### src/rtl/instr_encoder.sv
// RV32 instruction encoder: turns symbolic instructions into 32-bit words with sequential word addresses,
// buffered in a 2-entry output FIFO. Define INSTR_ENC_RANGE_CHECK_EN to drop and flag out-of-range immediates.
module instr_encoder #(
    parameter int unsigned BASE_ADDR = 0,
    parameter int unsigned ADDR_W    = 10
) (
    input  logic              clk,
    input  logic              rst_n,
    input  logic              start,
    input  logic              in_valid,
    output logic              in_ready,
    input  logic [3:0]        in_op,
    input  logic [4:0]        in_rd,
    input  logic [4:0]        in_rs1,
    input  logic [4:0]        in_rs2,
    input  logic [12:0]       in_imm,
    output logic              out_valid,
    input  logic              out_ready,
    output logic [31:0]       out_word,
    output logic [ADDR_W-1:0] out_addr,
    output logic              err,
    output logic              done
);

    typedef enum logic [1:0] {ST_IDLE, ST_RUN, ST_DONE} state_e;

    localparam logic [3:0] OP_ADD  = 4'd0;
    localparam logic [3:0] OP_SUB  = 4'd1;
    localparam logic [3:0] OP_AND  = 4'd2;
    localparam logic [3:0] OP_OR   = 4'd3;
    localparam logic [3:0] OP_MUL  = 4'd4;
    localparam logic [3:0] OP_ADDI = 4'd5;
    localparam logic [3:0] OP_SLLI = 4'd6;
    localparam logic [3:0] OP_LW   = 4'd7;
    localparam logic [3:0] OP_SW   = 4'd8;
    localparam logic [3:0] OP_BEQ  = 4'd9;
    localparam logic [3:0] OP_BNE  = 4'd10;
    localparam logic [3:0] OP_HALT = 4'd15;

    localparam logic [6:0] OPC_R    = 7'b0110011;
    localparam logic [6:0] OPC_I    = 7'b0010011;
    localparam logic [6:0] OPC_LOAD = 7'b0000011;
    localparam logic [6:0] OPC_STORE= 7'b0100011;
    localparam logic [6:0] OPC_BR   = 7'b1100011;

    state_e              state_q, state_d;
    logic [ADDR_W-1:0]   addr_q, addr_d;
    logic                err_q, err_d;
    logic [1:0]          count_q, count_d;
    logic                wr_ptr_q, rd_ptr_q;
    logic [31:0]         fifo_word_q [2];
    logic [ADDR_W-1:0]   fifo_addr_q [2];

    logic [31:0] enc_word;
    logic        enc_legal;
    logic        imm12_bad, shamt_bad, bofs_bad;
    logic        accept, push, pop, restart;

`ifdef INSTR_ENC_RANGE_CHECK_EN
    assign imm12_bad = in_imm[12] != in_imm[11];
    assign shamt_bad = |in_imm[12:5];
    assign bofs_bad  = in_imm[0];
`else
    assign imm12_bad = 1'b0;
    assign shamt_bad = 1'b0;
    assign bofs_bad  = 1'b0;
`endif

    // NOTE: every always_comb output gets a default first so no path leaves it unassigned (no latch).
    always_comb begin
        enc_word  = '0;
        enc_legal = 1'b1;
        case (in_op)
            OP_ADD:  enc_word = {7'b0000000, in_rs2, in_rs1, 3'b000, in_rd, OPC_R};
            OP_SUB:  enc_word = {7'b0100000, in_rs2, in_rs1, 3'b000, in_rd, OPC_R};
            OP_AND:  enc_word = {7'b0000000, in_rs2, in_rs1, 3'b111, in_rd, OPC_R};
            OP_OR:   enc_word = {7'b0000000, in_rs2, in_rs1, 3'b110, in_rd, OPC_R};
            OP_MUL:  enc_word = {7'b0000001, in_rs2, in_rs1, 3'b000, in_rd, OPC_R};
            OP_ADDI: begin
                enc_word  = {in_imm[11:0], in_rs1, 3'b000, in_rd, OPC_I};
                enc_legal = !imm12_bad;
            end
            OP_SLLI: begin
                enc_word  = {7'b0000000, in_imm[4:0], in_rs1, 3'b001, in_rd, OPC_I};
                enc_legal = !shamt_bad;
            end
            OP_LW: begin
                enc_word  = {in_imm[11:0], in_rs1, 3'b010, in_rd, OPC_LOAD};
                enc_legal = !imm12_bad;
            end
            OP_SW: begin
                enc_word  = {in_imm[11:5], in_rs2, in_rs1, 3'b010, in_imm[4:0], OPC_STORE};
                enc_legal = !imm12_bad;
            end
            OP_BEQ, OP_BNE: begin
                enc_word  = {in_imm[12], in_imm[10:5], in_rs2, in_rs1, 2'b00, in_op == OP_BNE,
                             in_imm[4:1], in_imm[11], OPC_BR};
                enc_legal = !bofs_bad;
            end
            OP_HALT: enc_word = 32'h0000_007F;
            default: enc_legal = 1'b0;
        endcase
    end

    assign in_ready  = (state_q == ST_RUN) && (count_q != 2'd2);
    assign out_valid = count_q != 2'd0;
    assign out_word  = fifo_word_q[rd_ptr_q];
    assign out_addr  = fifo_addr_q[rd_ptr_q];
    assign err       = err_q;
    assign done      = (state_q == ST_DONE) && (count_q == 2'd0);

    assign accept  = in_valid && in_ready;
    assign push    = accept && enc_legal;
    assign pop     = out_valid && out_ready;
    assign restart = start && ((state_q == ST_IDLE) || done);

    always_comb begin
        state_d = state_q;
        addr_d  = addr_q;
        err_d   = err_q;
        count_d = count_q;
        case (state_q)
            ST_IDLE: if (start) state_d = ST_RUN;
            ST_RUN:  if (accept && in_op == OP_HALT) state_d = ST_DONE;
            ST_DONE: if (start && done) state_d = ST_RUN;
            default: state_d = ST_IDLE;
        endcase
        if (restart) begin
            addr_d = ADDR_W'(BASE_ADDR);
            err_d  = 1'b0;
        end else begin
            if (push)                 addr_d = addr_q + ADDR_W'(1);
            if (accept && !enc_legal) err_d  = 1'b1;
        end
        case ({push, pop})
            2'b10:   count_d = count_q + 2'd1;
            2'b01:   count_d = count_q - 2'd1;
            default: count_d = count_q;
        endcase
    end

    // NOTE: the two FIFO slots are reset too, so the head reads 0 out of reset instead of X.
    always_ff @(posedge clk or negedge rst_n) begin
        if (!rst_n) begin
            state_q        <= ST_IDLE;
            addr_q         <= '0;
            err_q          <= 1'b0;
            count_q        <= '0;
            wr_ptr_q       <= 1'b0;
            rd_ptr_q       <= 1'b0;
            fifo_word_q[0] <= '0;
            fifo_word_q[1] <= '0;
            fifo_addr_q[0] <= '0;
            fifo_addr_q[1] <= '0;
        end else begin
            state_q <= state_d;
            addr_q  <= addr_d;
            err_q   <= err_d;
            count_q <= count_d;
            if (push) begin
                fifo_word_q[wr_ptr_q] <= enc_word;
                fifo_addr_q[wr_ptr_q] <= addr_q;
                wr_ptr_q              <= !wr_ptr_q;
            end
            if (pop) rd_ptr_q <= !rd_ptr_q;
        end
    end

endmodule

### config.mk
export PLATFORM = sky130hd
export DESIGN_NAME = instr_encoder
export DESIGN_NICKNAME = d
export VERILOG_FILES = /design/src/rtl/instr_encoder.sv
export SDC_FILE = /design/constraint.sdc
export NUM_CORES = 1
export LEC_CHECK = 0
export CAP_MARGIN = 15
export CELL_PAD_IN_SITES_DETAIL_PLACEMENT = 0
export CELL_PAD_IN_SITES_GLOBAL_PLACEMENT = 1
export CORE_MARGIN = 2
export CORE_UTILIZATION = 25
export CTS_BUF_LIST = sky130_fd_sc_hd__clkbuf_8 sky130_fd_sc_hd__clkbuf_16
export DETAILED_ROUTE_END_ITERATION = 10
export DONT_BUFFER_PORTS = 1
export PLACE_DENSITY = 0.52
export SLEW_MARGIN = 20
export SYNTH_ARGS = -nofsm -noshare
export SYNTH_HDL_FRONTEND = slang
export SYNTH_SLANG_ARGS = --single-unit
### constraint.sdc
create_clock -name clk -period 1.67 [get_ports clk]
set_clock_uncertainty 0.1 [all_clocks]
set_input_delay 0.334 -clock clk [delete_from_list [all_inputs] [get_ports clk]]
set_output_delay 0.334 -clock clk [all_outputs]
set_load 0.005 [all_outputs]
==> results.json <==
{
  "outcome": "complete, but fails checks",
  "violations": "hold timing, setup timing",
  "fin_nets": 527,
  "vias": 3464,
  "cts_buffers": 9,
  "startpoint_type": "flip-flop",
  "start_util_pct": 25.5,
  "rsz0062_at_grt": "yes",
  "routed_wl_um": 13500,
  "port_buffers": 0,
  "cp-end-kind": "flip-flop",
  "globalplace.congestion": 0.703,
  "slowest_delay_ps": 400,
  "core_area_sq_mm": 0.0195,
  "tns_ps": -14790,
  "synth-edff-count": 0,
  "drive_above_1_share_pct": 45.0,
  "grt_pass1_wl_um": 21000,
  "final-seq-area_sq_mm": 0.00243,
  "design_area_sq_mm": 0.00682,
  "multi_input_area_sq_mm": 0.00275,
  "postRouteAntennaNets": 0,
  "synthMuxAreaShare_pct": 26.5,
  "crit_chain": "nor2b_4, buf_4, and3_4, nand3_4, buf_8, buf_12, mux2_2",
  "ir_worst_vdd_uv": 623,
  "crit_arrival_ps": 1990,
  "area_delta_synth_final_pct": 37.3,
  "path_max_fanout": 5,
  "cp_top_family": "simple AND/OR/NAND/NOR gates",
  "ys_seq_area_share_pct": 48.9,
  "critical_path_class": "reg2reg",
  "slew_headroom_pct": 68.0,
  "dieHeight_um": 145,
  "synth_cells": 428,
  "hp-class": "in2async",
  "path_clk_slew_ps": 70,
  "cts_buffer_depth": 2,
  "powerDensity_mw_per_mm2": 1630,
  "cts_max_level": 3,
  "ys.flop_type": "dfrtp_1",
  "crit_buf_inv": 3,
  "setup_ws_ps": -176,
  "period_share_pct": 111,
  "grt.overflow.total": 0,
  "drv_cap": 0,
  "cellLeakagePower_nw": 3.19,
  "syn-mean-instance-area_sq_um": 11.6,
  "fillers": 1942,
  "grt_max_degree": 98,
  "rows": 51,
  "viasPerCell": 4.57,
  "clk_latency_ps": 360,
  "drc": 0,
  "grt_pass1_vias": 3580,
  "whs_ps": -432,
  "synth_nets": 467,
  "worst_pin_slew_ps": 479,
  "grt_usage_pct": 12.8,
  "utilization_pct": 35.0,
  "cts_tree": "done",
  "synth_xor_area_share_pct": 1.41,
  "finalHoldViolations": 97,
  "slew_violations": 0,
  "dr.pass1.iters": 4,
  "placed_cell_area_sq_mm": 0.00559,
  "synthSimpleGateAreaFrac_pct": 10.3,
  "antenna_found_initial": 0,
  "synth_top_family_by_area": "multiplexers",
  "ys_types": 47,
  "finalSetupViolations": 128,
  "io_pins": 83,
  "fmax_mhz": 542,
  "synth_fa_ha_area_share_pct": 0.504,
  "yosysWarnings": 0,
  "avgRoutedWirePerCell_um": 17.8,
  "die_area_sq_mm": 0.0210,
  "drt_iter0_markers": 96,
  "cp.required_ps": 1810,
  "chipWidth_um": 145,
  "cts_sinks": 97,
  "netlist_area_sq_mm": 0.00496,
  "synth_compound_area_share_pct": 7.03,
  "min_period_ps": 1850,
  "cts_root_buf": "clkbuf_16",
  "crit_path_top_delay_cell": "dfrtp_1",
  "async_flop_share_pct": 100,
  "antennaDiodeCount": 0,
  "ys_ff_latch": 97,
  "totalPowerFinal_mw": 11.1,
  "hpwlAfterDp_um": 8900
}
[flip-flops by register name (all words and copies together), names as in the netlist]
register / cells
addr_q: 10
count_q: 2
err: 1
fifo_addr_q: 20
fifo_word_q: 60
rd_ptr_q: 1
state_q: 2
wr_ptr_q: 1
[cell families (layout without fill, tap and decap cells)]
kind of cell	after synthesis	in the layout
muxes	119	119
and+or+nand+nor	98	98
DFF	97	97
AOI/OAI and AO/OA	52	52
buffers and inverters	52	117
xor gates and xnor gates	8	8
adders and majority gates	2	2
[where the power goes]
| part | switching, mW | internal, mW |
|---|---|---|
| sequential | 0.496 | 3.16 |
| clock | 1.04 | 1.06 |
| combinational | 2.18 | 3.14 |
| total | 3.72 | 7.36 |
[synth_stat cells, types with 3 or more instances]
master | number | area [sq um]
a21oi_1 | 3 | 15.0
a22o_1 | 4 | 35.0
and2_1 | 8 | 50.1
buf_4 | 7 | 52.6
buf_6 | 6 | 67.6
clkbuf_1 | 10 | 37.5
dfrtp_1 | 97 | 2430
inv_1 | 24 | 90.1
mux2_1 | 3 | 33.8
mux2_2 | 86 | 968
mux2i_1 | 29 | 290
nand2_1 | 31 | 116
nand2b_1 | 11 | 68.8
nand3_1 | 9 | 45.0
nor2_1 | 12 | 45.0
nor2b_1 | 9 | 56.3
nor3_1 | 4 | 20.0
o21a_1 | 5 | 37.5
o21ai_0 | 22 | 110
o221ai_1 | 6 | 52.6
or3_1 | 3 | 18.8
xnor2_1 | 4 | 35.0
xor2_1 | 4 | 35.0
[cells in the final DEF, fill, tap and decap left out, types with 5 or more instances in the layout]
cell type,n
o221ai_1,6
mux2_2,36
mux2i_1,29
buf_4,38
buf_6,15
nand3_1,8
nand2_4,7
buf_12,9
clkbuf_16,12
mux2_4,52
o21ai_0,12
o21ai_4,8
nor2b_1,8
inv_1,23
and2_1,7
o21a_1,5
dfrtp_1,96
nand2_1,21
buf_8,6
nor2_1,9
nand2b_1,9
[worst register-to-register path, stage by stage (launching register included)]
cell     delay, ps
dfrtp_1        400
nor2b_4        200
buf_4          130
and3_4         200
nand3_4        140
buf_8          180
buf_12         130
mux2_2         260
[metrics by stage]
| step | instances | worst slack, ps |
|---|---|---|
| finish | 758 | -176 |
| floorplan | 428 | -275 |
| CTS | 744 | -188 |
| global route | 758 | -246 |
| detailed placement | 710 | -158 |
| global placement | 710 | -162 |
[final cells by class]
cell class / count / area share (%)
Clock buffer: 9 / 3.30
Inverter: 26 / 1.43
Timing Repair Buffer: 75 / 13.3
Tap cell: 265 / 4.87
Multi-Input combinational cell: 279 / 40.4
Clock inverter: 7 / 1.01
Sequential cell: 97 / 35.6
[path summary, 6_finish.rpt]
check | slack, ps | cells after the start | start | end
setup / recovery | -180 | 7 | state_q[0] | fifo_addr_q[9]
hold / removal | -430 | 0 | rst_n | fifo_word_q[8]
setup reg to reg | -180 | 7 | state_q[0] | fifo_addr_q[9]
hold reg to reg | 370 | 1 | fifo_word_q[1] | fifo_word_q[1]
max in group asynchronous | 1720 | 0 | rst_n | fifo_word_q[14]
min in group clk | 30 | 2 | in_imm[7] | fifo_word_q[27]
[repair_timing]
action | in CTS | in global routing
setup endpoints to repair | 123 | 127
setup buffers | 14 | 11
pin swaps | 9 | 8
endpoints found under the hold margin | 97 | 97
cloned | 5 | 4
resized for setup | 78 | 70
[metal layers]
layer	wire, um	vias up	track usage [%]
met4	118	0	3.12
met2	6640	66	20.6
li1	-	1612	-
met1	6020	1778	16.6
met3	679	8	4.15
met5	0	-	0
No activity file was read; power rests on OpenSTA's default activity.
